File: config.mk
export PLATFORM = sky130hd
export DESIGN_NAME = wb_cmd_master_flat
export DESIGN_NICKNAME = d
export VERILOG_FILES = /design/src/rtl/wb_cmd_pkg.sv /design/src/rtl/wb_if.sv /design/src/rtl/wb_cmd_master.sv /design/src/flat_wrapper.sv
export SDC_FILE = /design/constraint.sdc
export NUM_CORES = 1
export LEC_CHECK = 0
export CAP_MARGIN = 0
export CORE_AREA = 4 4 178 180
export CTS_CLUSTER_SIZE = 28
export DETAILED_ROUTE_END_ITERATION = 10
export DIE_AREA = 0 0 182 184
export PLACE_DENSITY_LB_ADDON = 0.05
export SLEW_MARGIN = 20
export SYNTH_ARGS = -nofsm -noshare
export SYNTH_HDL_FRONTEND = slang
export SYNTH_SLANG_ARGS = --single-unit
File: constraint.sdc
create_clock -name clk -period 4.2 [get_ports clk]
set_input_delay 0.84 -clock clk [delete_from_list [all_inputs] [get_ports clk]]
set_output_delay 0.84 -clock clk [all_outputs]
set_load 0.02 [all_outputs]
File: src/rtl/wb_cmd_pkg.sv
// wb_cmd_pkg: command/status codes and FSM states shared by wb_cmd_master
package wb_cmd_pkg;
    localparam logic [7:0] CMD_WRITE  = 8'h01;
    localparam logic [7:0] CMD_READ   = 8'h02;
    localparam logic [7:0] ST_OK      = 8'h00;
    localparam logic [7:0] ST_ERR     = 8'h01;
    localparam logic [7:0] ST_TIMEOUT = 8'h02;
    localparam logic [7:0] ST_BADCMD  = 8'hFF;
    typedef enum logic [2:0] {IDLE, ADDR, WDATA, BUS_REQ, BUS_WAIT, RESP_STAT, RESP_DATA} state_e;
endpackage

File: src/rtl/wb_if.sv
// wb_if: pipelined Wishbone B4 bus signals with master/slave views
interface wb_if;
    logic        cyc, stb, we;
    logic [3:0]  sel;
    logic [31:0] adr, dat_m, dat_s;
    logic        ack, err, stall;
    modport master(output cyc, stb, we, sel, adr, dat_m, input dat_s, ack, err, stall);
    modport slave(input cyc, stb, we, sel, adr, dat_m, output dat_s, ack, err, stall);
endinterface

File: src/rtl/wb_cmd_master.sv
// wb_cmd_master: byte-stream command decoder driving one Wishbone master transaction per frame
module wb_cmd_master
    import wb_cmd_pkg::*;
#(
    parameter int BUS_TIMEOUT   = 1024,
    parameter int FRAME_TIMEOUT = 100000
) (
    input  logic       clk,
    input  logic       rst_n,
    input  logic [7:0] rx_data,
    input  logic       rx_valid,
    output logic       rx_ready,
    output logic [7:0] tx_data,
    output logic       tx_valid,
    input  logic       tx_ready,
    wb_if.master       wb
);
    localparam int BW = $clog2(BUS_TIMEOUT + 1);
    localparam int FW = $clog2(FRAME_TIMEOUT + 1);
    localparam logic [BW-1:0] BUS_LAST   = BW'(BUS_TIMEOUT - 1);
    localparam logic [FW-1:0] FRAME_LAST = FW'(FRAME_TIMEOUT - 1);

    state_e        state;
    logic          is_read;
    logic [1:0]    bcnt;
    logic [31:0]   rdata;
    logic [BW-1:0] bus_cnt;
    logic [FW-1:0] frame_cnt;
    logic          rx_fire, tx_fire, bus_resp;

    assign rx_ready = state inside {IDLE, ADDR, WDATA};
    assign rx_fire  = rx_valid && rx_ready;
    assign tx_fire  = tx_valid && tx_ready;
    // a response while the request is still stalled cannot belong to it
    assign bus_resp = (state == BUS_WAIT || !wb.stall) && (wb.ack || wb.err);

    always_ff @(posedge clk or negedge rst_n) begin
        if (!rst_n) begin
            state     <= IDLE;
            is_read   <= 1'b0;
            bcnt      <= '0;
            rdata     <= '0;
            bus_cnt   <= '0;
            frame_cnt <= '0;
            tx_valid  <= 1'b0;
            tx_data   <= '0;
            wb.cyc    <= 1'b0;
            wb.stb    <= 1'b0;
            wb.we     <= 1'b0;
            wb.sel    <= '0;
            wb.adr    <= '0;
            wb.dat_m  <= '0;
        end else begin
            case (state)
                IDLE: if (rx_fire) begin
                    bcnt      <= '0;
                    frame_cnt <= '0;
                    is_read   <= rx_data == CMD_READ;
                    if (rx_data == CMD_READ || rx_data == CMD_WRITE) state <= ADDR;
                    else begin
                        state    <= RESP_STAT;
                        tx_valid <= 1'b1;
                        tx_data  <= ST_BADCMD;
                    end
                end
                ADDR, WDATA: begin
                    if (rx_fire) begin
                        frame_cnt <= '0;
                        bcnt      <= bcnt + 1'b1;
                        if (state == ADDR) wb.adr <= {rx_data, wb.adr[31:8]};
                        else wb.dat_m <= {rx_data, wb.dat_m[31:8]};
                        if (bcnt == 2'd3) begin
                            if (state == ADDR && !is_read) state <= WDATA;
                            else begin
                                state   <= BUS_REQ;
                                wb.cyc  <= 1'b1;
                                wb.stb  <= 1'b1;
                                wb.we   <= !is_read;
                                wb.sel  <= 4'hF;
                                bus_cnt <= '0;
                            end
                        end
                    end else if (frame_cnt == FRAME_LAST) state <= IDLE;
                    else frame_cnt <= frame_cnt + 1'b1;
                end
                BUS_REQ, BUS_WAIT: begin
                    bus_cnt <= bus_cnt + 1'b1;
                    if (state == BUS_REQ && !wb.stall) begin
                        wb.stb <= 1'b0;
                        state  <= BUS_WAIT;
                    end
                    if (bus_resp || bus_cnt == BUS_LAST) begin
                        wb.cyc   <= 1'b0;
                        wb.stb   <= 1'b0;
                        state    <= RESP_STAT;
                        tx_valid <= 1'b1;
                        tx_data  <= !bus_resp ? ST_TIMEOUT : wb.ack ? ST_OK : ST_ERR;
                        rdata    <= bus_resp && wb.ack ? wb.dat_s : '0;
                    end
                end
                RESP_STAT: if (tx_fire) begin
                    if (is_read && (tx_data == ST_OK || tx_data == ST_TIMEOUT)) begin
                        state   <= RESP_DATA;
                        bcnt    <= '0;
                        tx_data <= rdata[7:0];
                        rdata   <= {8'h00, rdata[31:8]};
                    end else begin
                        state    <= IDLE;
                        tx_valid <= 1'b0;
                    end
                end
                RESP_DATA: if (tx_fire) begin
                    bcnt <= bcnt + 1'b1;
                    if (bcnt == 2'd3) begin
                        state    <= IDLE;
                        tx_valid <= 1'b0;
                    end else begin
                        tx_data <= rdata[7:0];
                        rdata   <= {8'h00, rdata[31:8]};
                    end
                end
                default: state <= IDLE;
            endcase
        end
    end
endmodule

File: src/flat_wrapper.sv
// flat-port wrapper written by rule: the top's interface ports become plain ports
module wb_cmd_master_flat import wb_cmd_pkg::*;
#(
    parameter int BUS_TIMEOUT   = 1024,
    parameter int FRAME_TIMEOUT = 100000
)
  (clk, rst_n, rx_data, rx_valid, rx_ready, tx_data, tx_valid, tx_ready, wb_cyc, wb_stb, wb_we, wb_sel, wb_adr, wb_dat_m, wb_dat_s, wb_ack, wb_err, wb_stall);
  wb_if wb_i ();
  input  logic clk;
  input  logic rst_n;
  input  logic [7:0] rx_data;
  input  logic rx_valid;
  output logic rx_ready;
  output logic [7:0] tx_data;
  output logic tx_valid;
  input  logic tx_ready;
  output wire logic [$bits(wb_i.cyc)-1:0] wb_cyc;
  output wire logic [$bits(wb_i.stb)-1:0] wb_stb;
  output wire logic [$bits(wb_i.we)-1:0] wb_we;
  output wire logic [$bits(wb_i.sel)-1:0] wb_sel;
  output wire logic [$bits(wb_i.adr)-1:0] wb_adr;
  output wire logic [$bits(wb_i.dat_m)-1:0] wb_dat_m;
  input wire logic [$bits(wb_i.dat_s)-1:0] wb_dat_s;
  input wire logic [$bits(wb_i.ack)-1:0] wb_ack;
  input wire logic [$bits(wb_i.err)-1:0] wb_err;
  input wire logic [$bits(wb_i.stall)-1:0] wb_stall;
  assign wb_cyc = wb_i.cyc;
  assign wb_stb = wb_i.stb;
  assign wb_we = wb_i.we;
  assign wb_sel = wb_i.sel;
  assign wb_adr = wb_i.adr;
  assign wb_dat_m = wb_i.dat_m;
  assign wb_i.dat_s = wb_dat_s;
  assign wb_i.ack = wb_ack;
  assign wb_i.err = wb_err;
  assign wb_i.stall = wb_stall;
  wb_cmd_master #(.BUS_TIMEOUT(BUS_TIMEOUT), .FRAME_TIMEOUT(FRAME_TIMEOUT)) u_core (.clk(clk), .rst_n(rst_n), .rx_data(rx_data), .rx_valid(rx_valid), .rx_ready(rx_ready), .tx_data(tx_data), .tx_valid(tx_valid), .tx_ready(tx_ready), .wb(wb_i));
endmodule
-- Yosys cells after proc, flatten, opt, wreduce, memory -nomap -nowiden
Index checks and enable logic that the tools add are counted.
- $add $sub $neg: 3
- equality and inequality tests: 28
- mux-type cells: 60
- bitwise gates (word level): 2
- reduce and logical (&&, ||, !) cells: 37
- operators by type and width (cell ; count):
    $mux 32 ; 6
    $pmux 32 s3 ; 1
    $mux 8 ; 8
    $mux 17 ; 3
    $pmux 17 s2 ; 1
    $mux 11 ; 3
    $mux 3 ; 11
    $pmux 8 s4 ; 1
    $pmux 11 s2 ; 1
    $add 17x1->17 const B ; 1
    $eq 17x17->1 const B ; 1
    $eq 8x2->1 const B ; 2
    $ne 2x1->1 const B ; 8
    $reduce_and 8->1 ; 2
    $mux 1 ; 15
    $pmux 3 s5 ; 1
    $reduce_and 6->1 ; 2
    $add 11x1->11 const B ; 1
    $eq 11x10->1 const B ; 1
    $mux 2 ; 5
    $reduce_and 5->1 ; 2
    $eq 3x3->1 const B ; 3
    $reduce_and 3->1 ; 3
    $eq 8x1->1 const B ; 1
    24 further kinds ; 47
- register bits: 143
- bits of input ports: 47
- output and inout bits: 81
- word-level logic and storage cells: 144

-- Depth between registers and ports, before layout
Gate-level depths: netlist of run 1.
- depth after elaboration: 7
- depth in mapped cells: 9
- depth with buffers taken out: 6

-- Worst setup path before layout of run 1
No wires, ideal clock.
- path type: input to register
- start point: input port rx_valid
- end point: register u_core.state[1]
- library setup time: 0.126 ns
- data arrival time: 2.143 ns
- required time: 4.074 ns
- setup slack: 1.931 ns
- stages on the path: 6
- buffers on the path: 1
- path through: buf_2 nor3b_1 a211oi_1 o32ai_1 or3_1 o32a_1
- cells in the longest elaborated chain, start to end: 3
- elaborated cells on any way between the ends: 7
- those cells by class: eq/ne (3); mux (2); reduce/logical (2)
- RTL lines (what ; RTL line ; text):
    start: declaration ; flat_wrapper.sv:12 ; input logic rx_valid;
    $logic_and 1x1->1 * ; wb_cmd_master.sv:32 ; assign rx_fire = rx_valid && rx_ready;
    $ne 3x3->1 (no source line), or another cell as far along ; - ;
    $reduce_and 7->1 (no source line) / $pmux 3 s5 (equally long branches) ; - ;
    end signal: assignment ; wb_cmd_master.sv:39 ; state <= IDLE;
    end signal: assignment ; wb_cmd_master.sv:59 ; if (rx_data == CMD_READ || rx_data == CMD_WRITE) state <= ADDR;
    end signal: assignment ; wb_cmd_master.sv:61 ; state <= RESP_STAT;
    end: declaration ; wb_cmd_master.sv:23 ; state_e state;
Every way passes the cells marked *; elsewhere a longest branch is shown, timed or not.
A chain may end at the register's enable or synchronous reset.

-- Worst setup path after layout of run 1
- start point: register u_core.state[0]
- end point: output port rx_ready
- cells in the longest elaborated chain, start to end: 2
- elaborated cells on any way between the ends: 4
- those cells by class: eq/ne (2); reduce/logical (2)
- RTL lines (what ; RTL line ; text):
    $eq 3x1->1, or another cell as far along ; wb_cmd_master.sv:31 ; assign rx_ready = state inside {IDLE, ADDR, WDATA};
    $reduce_bool 3->1 * ; wb_cmd_master.sv:31 ;
    end: declaration ; flat_wrapper.sv:13 ; output logic rx_ready;
Marks and branches as above.

==> results of run 1 <==
[layout make-up]
cell class	count	area, um^2
Clock buffer	18	439
Clock inverter	14	121
Fill cell	3064	21100
Inverter	47	176
Multi-Input combinational cell	381	2910
Sequential cell	143	3580
Tap cell	396	495
Timing Repair Buffer	136	1360
[cell families (layout without fill, tap and decap cells)]
| family | Yosys count | count (layout) | synth area share |
|---|---|---|---|
| flip-flops | 143 | 143 | 0.522 |
| XOR/XNOR | 11 | 11 | 0.0141 |
| multiplexers | 109 | 109 | 0.173 |
| AO/OA/AOI/OAI | 131 | 131 | 0.126 |
| AND/OR/NAND/NOR | 127 | 127 | 0.103 |
| buffers and inverters | 84 | 215 | 0.0566 |
| adder cells (fa/ha/maj) | 3 | 3 | 0.00548 |
[worst paths after layout]
path / start / endpoint / cells past startpoint
worst min-delay path: u_core.wb.dat_m[7]$_DFFE_PN0P_ / u_core.wb.dat_m[7]$_DFFE_PN0P_ / 1
worst max-delay path: u_core.state[0]$_DFFE_PN0P_ / rx_ready / 2
min in group asynchronous: rst_n / u_core.frame_cnt[16]$_DFFE_PN0P_ / 1
worst max register to register: u_core.state[0]$_DFFE_PN0P_ / u_core.tx_data[0]$_DFFE_PN0P_ / 5
worst min register to register: u_core.wb.dat_m[7]$_DFFE_PN0P_ / u_core.wb.dat_m[7]$_DFFE_PN0P_ / 1
max in group asynchronous: rst_n / u_core.tx_valid$_DFFE_PN0P_ / 2
[routing by layer]
| metal | vias to the layer above | global-route usage | part of all wire | routed length (um) |
|---|---|---|---|---|
| li1 | 2410 | - | - | - |
| met1 | 2521 | 0.159 | 0.48 | 8950 |
| met2 | 92 | 0.179 | 0.48 | 8940 |
| met3 | 11 | 0.0263 | 0.034 | 633 |
| met4 | 0 | 0.0318 | 0.0093 | 174 |
| met5 | - | 0 | 0 | 0 |
[flip-flops by register name, summed over array words and instances, names as in the netlist]
| signal | count |
|---|---|
| u_core.wb.dat_m | 32 |
| u_core.state | 3 |
| u_core.bcnt | 2 |
| u_core.tx_valid | 1 |
| u_core.tx_data | 8 |
| u_core.wb.we | 1 |
| u_core.wb.cyc | 1 |
| u_core.wb.sel | 1 |
| u_core.wb.stb | 1 |
| u_core.wb.adr | 32 |
| u_core.frame_cnt | 17 |
| u_core.bus_cnt | 11 |
| u_core.is_read | 1 |
| u_core.rdata | 32 |
[per-stage QoR]
stage	area, um^2	instances	worst slack [ns]	util
3_3_place_gp	8510	1103	0.781	0.282
4_1_cts	9070	1135	1.00	0.300
6_report	9070	1135	1.02	0.300
3_5_place_dp	8510	1103	0.787	0.282
2_1_floorplan	6850	608	1.93	-
5_1_grt	9070	1135	0.880	0.300
[report_power, final]
part | internal [uW] | switching [uW] | total, uW
logic | 1490 | 1580 | 3070
clock network | 792 | 656 | 1450
registers | 1920 | 487 | 2410
total | 4200 | 2720 | 6920
[placed cells by master, fill, tap and decap left out, drive strengths merged, types with 5 or more instances in the layout]
cell / instances
and3: 6
nand3: 10
nand2: 31
nand2b: 6
o21ai: 31
clkbuf: 19
inv: 54
xor2: 11
nor2: 30
dfrtp: 143
a21oi: 35
buf: 9
a22oi: 28
mux2: 69
mux2i: 40
or3: 8
o211ai: 6
clkdlybuf4s50: 126
nand4: 6
clkinv: 5
==> impl_metrics.ini, run 1 <==
[floorplanning]
ios = 128
core_area_um2 = 30200
die_area_um2 = 33500
floorplan.initialDensity = 0.227
die_w_um = 182
fp.dieH_um = 184
rows = 64

[drt]
drtIter0Drc = 293
num_vias = 5034
dr.pass1.iters = 4
antenna_left = 0
drt-vias-per-instance = 4.44
remaining_drc_errors = 0
wire_per_inst_um = 16.5
wirelength_um = 18700

[logic_synthesis]
ys_seq_elements = 143
synth.cells.most_frequent = 143 x dfrtp_1, 61 x mux2_2, 46 x inv_1
yosys_most_used_dff = dfrtp_1
yosys-top-cells-area = dfrtp_1 52%, mux2_2 10%, mux2i_1 5.8%
synthMostInstantiatedCell = dfrtp_1
synth_top_area_frac = 0.522
syn-cell-area_um2 = 6850
mappedNetlistNets = 658
synth_top_area_cell = dfrtp_1
yosysSeqAreaShare = 0.522
synth_cell_types = 63
yosysWarnings = 0
syn_area_per_cell_um2 = 11.3
synth-edff-count = 0
synthArstFlopShare = 1.00
syn_inst = 608

[clock_network]
cts_buffers = 17
cts_buffer_depth = 2
clk_root_buffer_cell = clkbuf_16
insertion_delay_ns = 0.42
ctsHtreeMaxLevel = 4
ctsResizeCount = 0
post-cts-setup-buffers = 0
cts_sinks = 143
clk_pin_slew_ns = 0.07
cts_tree = done
holdBufCountCts = 0

[sta]
worst_slew_pin_slew_ns = 1.04
rsz0062_at_grt = false
min_period_ns = 3.18
finalCritPeriodShare = 0.756
fin_hold_ws_ns = 0.492
fin_setup_tns_ns = 0
finClkSkew_ns = 0.0147
relSlewSlack = 0.307
fmax_mhz = 315
drv_slew = 0
hold_viol_final = 0
setup_viol = 0

[cells_and_area]
drive_above_1_share = 0.162
insertedDiodeCount = 0
nets = 776
areaGrowthSynthToFinish_pct = 32.3

[worst_setup_path]
cp_max_fo = 30
slowest_stage = dfrtp_1
start_kind = register
arrival_ns = 2.34
cp_cell_sequence = a21oi_1 > clkdlybuf4s50_1
max_stage_delay_ns = 1.03
rrSetupSlack_ns = 1.21
endpoint_kind = output pin
critPathKind = reg -> out
critPathTopFamily = flip-flops
cp.required_ns = 3.36
cp_num_buf_inv = 1

[pwr]
power.total_uw = 6920
power.density_nw_per_um2 = 763
peakVddDrop_mv = 0.285
leakage_uw = 0.00376

[flow_run]
maxCapViolCount = 0

[grt]
grt_pass1_wl_um = 30200
grt_pass1_vias = 5168
gr-total-overflow = 0
antenna_found_initial = 0
grt_usage = 0.114
grt_max_degree = 110

[run_status]
status = finished clean

[placement]
gp_congestion = 0.773
dpl.hpwl_um = 13200
port_buffers = 127

[hold_path]
hold_class = reg -> reg
Note: power is estimated with default switching activity, not from simulation.
==> inputs of run 2 (changes only) <==
==> constraint.sdc (replaced) <==
create_clock -name clk -period 2.9 [get_ports clk]
set_input_delay 0.58 -clock clk [delete_from_list [all_inputs] [get_ports clk]]
set_output_delay 0.58 -clock clk [all_outputs]
set_load 0.02 [all_outputs]
==> impl_metrics.ini, run 2 (synthesis results as in run 1) <==
[drt]
wire_per_inst_um = 16.6
dr.pass1.iters = 6
drtIter0Drc = 281
wirelength_um = 19200
num_vias = 5083
drt-vias-per-instance = 4.40
antenna_left = 0
remaining_drc_errors = 0

[pwr]
p_comb_frac = 0.454
peakVddDrop_mv = 0.469
p_sw_uw = 3950
p_int_uw = 6440
power.share.clock = 0.219
sequentialPowerShare = 0.326
power.density_nw_per_um2 = 1120
switching_share = 0.380
leakage_uw = 0.00388

[clock_network]
ctsHtreeMaxLevel = 4
post-cts-setup-buffers = 0
cts_buffers = 17
cts_buffer_depth = 2
cts_tree = done
ctsResizeCount = 0
holdBufCountCts = 0
insertion_delay_ns = 0.42
clk_root_buffer_cell = clkbuf_16
cts_sinks = 143
clk_pin_slew_ns = 0.06

[floorplanning]
die_w_um = 182
ios = 128
floorplan.initialDensity = 0.227
core_area_um2 = 30200
rows = 64
die_area_um2 = 33500
fp.dieH_um = 184

[grt]
antenna_found_initial = 1
grt_usage = 0.116
gr-total-overflow = 0
grt_pass1_wl_um = 30400
grtUsageMet1 = 0.155
gr-max-usage-layer = met2
grt_pass1_vias = 5214
met2_usage = 0.183
grtUsageMet3 = 0.0299
grt_max_degree = 58

[cells_and_area]
nets = 795
mostFrequentLayoutCell = dfrtp_1
drive_above_1_share = 0.182
final_cell_mix = 143 x dfrtp_1, 126 x clkdlybuf4s50_1, 61 x mux2_2
top_regs = u_core.rdata: 32 flops, u_core.wb.adr: 32 flops, u_core.wb.dat_m: 32 flops
fin_util = 0.307
areaGrowthSynthToFinish_pct = 35.4
fill_cells = 3047

[worst_setup_path]
start_kind = register
cp_cell_sequence = buf_4 > a21oi_1 > clkdlybuf4s50_1
reg2reg_from = u_core.state[1]$_DFFE_PN0P_
critPathKind = reg -> out
cp.required_ns = 2.32
arrival_ns = 2.14
cp_num_buf_inv = 2
slowest_stage = clkdlybuf4s50_1
r2r_cells = 6
rrSetupSlack_ns = 0.34
r2r_end = u_core.state[0]$_DFFE_PN0P_
critical_path_cell_count = 3
critPathTopFamily = buffers and inverters
cp_max_fo = 13
endpoint_kind = output pin
max_stage_delay_ns = 0.67

[run_status]
status = finished clean

[sta]
fin_setup_tns_ns = 0
finalCritPeriodShare = 0.939
setup_viol = 0
fin_hold_ws_ns = 0.126
rsz0062_at_grt = false
finClkSkew_ns = 0.00900
min_period_ns = 2.72
worst_slew_pin_slew_ns = 0.719
hold_viol_final = 0
drv_slew = 0
fmax_mhz = 367
relSlewSlack = 0.514

[flow_run]
maxCapViolCount = 0

[hold_path]
hold_class = in -> async

[placement]
gp_congestion = 0.778
dpl.hpwl_um = 13900
port_buffers = 127
## run 2: cell count changes in the layout (fill, tap and decap cells not counted)
| cell | before | now |
|---|---|---|
| buf_4 | 8 | 25 |
| inv_8 | 2 | 0 |
| buf_6 | 0 | 1 |
| bufinv_16 | 0 | 3 |
| diode_2 | 0 | 1 |
| clkinv_2 | 1 | 3 |
| clkinv_4 | 4 | 3 |
| inv_6 | 5 | 2 |
| clkbuf_8 | 2 | 1 |
| buf_12 | 1 | 3 |
## run 2: layout make-up
class | instances | area (um^2) | area share
flip-flops and latches | 143 | 3580 | 0.386
multi-input cells | 381 | 2910 | 0.313
repair buffers | 155 | 1520 | 0.164
well taps | 396 | 495 | 0.0534
clock buffers | 18 | 439 | 0.0473
inverters | 47 | 176 | 0.0190
clock inverters | 13 | 164 | 0.0177
diodes | 1 | 2.50 | 0.000270
## run 2: routing by layer
metal | routed length (um) | part of all wire | vias to the layer above
met3 | 777 | 0.041 | 13
li1 | - | - | 2447
met1 | 8940 | 0.47 | 2526
met2 | 9190 | 0.48 | 97
met4 | 252 | 0.013 | 0
met5 | 0 | 0 | -
## run 2: worst max path at each step
stage | from | to | slack, ns
floorplan | u_core.state[0]$_DFFE_PN0P_ | u_core.frame_cnt[0]$_DFFE_PN0P_ | 0.88
global placement | rx_data[2] | u_core.tx_data[4]$_DFFE_PN0P_ | 0.07
detailed placement | rx_data[3] | u_core.tx_data[4]$_DFFE_PN0P_ | 0.03
CTS | u_core.state[0]$_DFFE_PN0P_ | rx_ready | 0.13
global route | u_core.state[0]$_DFFE_PN0P_ | rx_ready | 0.07
finish | u_core.state[0]$_DFFE_PN0P_ | rx_ready | 0.18
## run 2: power by group through the flow
stage / Combinational (uW) / Clock, uW / Sequential (uW)
floorplan: 2390 / 0 / 3840
global placement: 4760 / 0 / 3420
detailed placement: 4790 / 0 / 3430
CTS: 4820 / 2360 / 3400
global route: 5110 / 2440 / 3510
finish: 4720 / 2280 / 3390
## run 2: through the flow
stage | worst slack (ns) | std cells | power [uW] | area (um^2)
floorplan | 0.879 | 608 | 6240 | 6850
global placement | 0.0725 | 1122 | 8180 | 8680
detailed placement | 0.0286 | 1122 | 8230 | 8680
CTS | 0.129 | 1153 | 10600 | 9280
global route | 0.0704 | 1154 | 11100 | 9280
finish | 0.178 | 1154 | 10400 | 9280
==> inputs of run 3 (changes only) <==
--- a/config.mk
+++ b/config.mk
@@ -6,10 +6,10 @@
 export NUM_CORES = 1
 export LEC_CHECK = 0
 export CAP_MARGIN = 0
-export CORE_AREA = 4 4 178 180
+export CORE_AREA = 2 2 169 171
 export CTS_CLUSTER_SIZE = 28
 export DETAILED_ROUTE_END_ITERATION = 10
-export DIE_AREA = 0 0 182 184
+export DIE_AREA = 0 0 171 173
 export PLACE_DENSITY_LB_ADDON = 0.05
 export SLEW_MARGIN = 20
 export SYNTH_ARGS = -nofsm -noshare
==> impl_metrics.ini, run 3 (synthesis results as in run 1) <==
[run_status]
status = finished clean

[sta]
finClkSkew_ns = 0.0137
rsz0062_at_grt = false
worst_slew_pin_slew_ns = 0.689
min_period_ns = 2.57
fin_setup_tns_ns = 0
setup_viol = 0
relSlewSlack = 0.536
drv_slew = 0
worst_slack_ns = 0.327
fin_hold_ws_ns = 0.131
finalCritPeriodShare = 0.887
hold_viol_final = 0
fmax_mhz = 389

[worst_setup_path]
endpoint_kind = output pin
arrival_ns = 1.99
cp_cell_sequence = a21oi_1 > clkdlybuf4s50_1
start_kind = register
critPathTopFamily = buffers and inverters
max_stage_delay_ns = 0.67
cp_num_buf_inv = 1
cp_max_fo = 14
critPathKind = reg -> out
slowest_stage = clkdlybuf4s50_1
cp.required_ns = 2.32

[clock_network]
cts_tree = done
clk_root_buffer_cell = clkbuf_16
cts_sinks = 143
ctsHtreeMaxLevel = 4
holdBufCountCts = 0
clk_pin_slew_ns = 0.07
cts_buffers = 17
post-cts-setup-buffers = 0
ctsResizeCount = 0
cts_buffer_depth = 2
insertion_delay_ns = 0.42

[floorplanning]
die_w_um = 171
ios = 128
die_area_um2 = 29600
floorplan.initialDensity = 0.248
core_area_um2 = 27600
rows = 61
fp.dieH_um = 173

[drt]
dr.pass1.iters = 4
drt-vias-per-instance = 4.46
wirelength_um = 18800
wire_per_inst_um = 16.7
antenna_left = 0
drtIter0Drc = 268
num_vias = 5044
remaining_drc_errors = 0

[cells_and_area]
mostFrequentLayoutCell = dfrtp_1
top_regs = u_core.rdata: 32 flops, u_core.wb.adr: 32 flops, u_core.wb.dat_m: 32 flops
final_cell_mix = 143 x dfrtp_1, 126 x clkdlybuf4s50_1, 61 x mux2_2
regArea_um2 = 3580
nets = 790
insertedDiodeCount = 0
drive_above_1_share = 0.175
areaGrowthSynthToFinish_pct = 34.9
fin_cells = 1131
multi_input_area_um2 = 2900
final_area_um2 = 9250
fill_cells = 2845

[flow_run]
maxCapViolCount = 0

[pwr]
sequentialPowerShare = 0.327
p_comb_frac = 0.450
p_int_uw = 6430
power.share.clock = 0.223
p_sw_uw = 3960
switching_share = 0.381
leakage_uw = 0.00385
power.density_nw_per_um2 = 1120
peakVddDrop_mv = 0.463

[grt]
antenna_found_initial = 0
grt_usage = 0.131
grt_max_degree = 58
grt_pass1_wl_um = 30400
gr-total-overflow = 0
grt_pass1_vias = 5263

[placement]
port_buffers = 127
pre_cts_ws_ns = -0.0459
dpl.cell_count = 1099
gp_congestion = 0.764
placed_area_um2 = 8640
dpl.hpwl_um = 13300

[hold_path]
hold_class = in -> async
[run 3: final cells by class]
cell class	instances	share of cell area
flip-flops and latches	143	0.387
well taps	378	0.0512
inverters	47	0.0191
multi-input cells	381	0.314
repair buffers	150	0.163
clock buffers	19	0.0468
clock inverters	13	0.0191
[run 3: worst paths after layout]
check / startpoint / slack (ns) / end / cells after the start
max: u_core.state[0]$_DFFE_PN0P_ / 0.33 / rx_ready / 2
min reg2reg: u_core.wb.adr[1]$_DFFE_PN0P_ / 0.50 / u_core.wb.adr[1]$_DFFE_PN0P_ / 1
min in group clk: u_core.wb.adr[1]$_DFFE_PN0P_ / 0.50 / u_core.wb.adr[1]$_DFFE_PN0P_ / 1
max in group asynchronous: rst_n / 2.01 / u_core.frame_cnt[8]$_DFFE_PN0P_ / 2
min: rst_n / 0.13 / u_core.wb.cyc$_DFFE_PN0P_ / 1
max reg2reg: u_core.bus_cnt[0]$_DFFE_PN0P_ / 0.37 / u_core.tx_data[7]$_DFFE_PN0P_ / 7
[run 3: routing by layer]
| layer | track usage | vias to the layer above | routed length, um |
|---|---|---|---|
| met1 | 0.178 | 2509 | 8900 |
| li1 | - | 2433 | - |
| met4 | 0.0371 | 0 | 191 |
| met2 | 0.210 | 91 | 9040 |
| met3 | 0.0298 | 11 | 702 |
| met5 | 0 | - | 0 |
[run 3: metrics by stage]
stage | total power, uW | util
floorplan | 6240 | -
global placement | 8120 | 0.313
detailed placement | 8170 | 0.313
CTS | 10600 | 0.335
global route | 11100 | 0.335
finish | 10400 | 0.335
[run 3: power by group through the flow]
stage | clock (uW) | sequential, uW | combinational, uW
after floorplan | 0 | 3840 | 2390
after CTS | 2410 | 3410 | 4750
final | 2320 | 3390 | 4670
after global routing | 2500 | 3520 | 5060
after global placement | 0 | 3410 | 4710
after detailed placement | 0 | 3430 | 4740
[run 3: worst register-to-register path: stages (launching register included)]
cell and delay, ns:
dfrtp_1 0.39, ha_1 0.18, nand3_1 0.22, nor4_2 0.63
o22ai_1 0.25, a311o_1 0.41, buf_4 0.20, a22oi_1 0.18
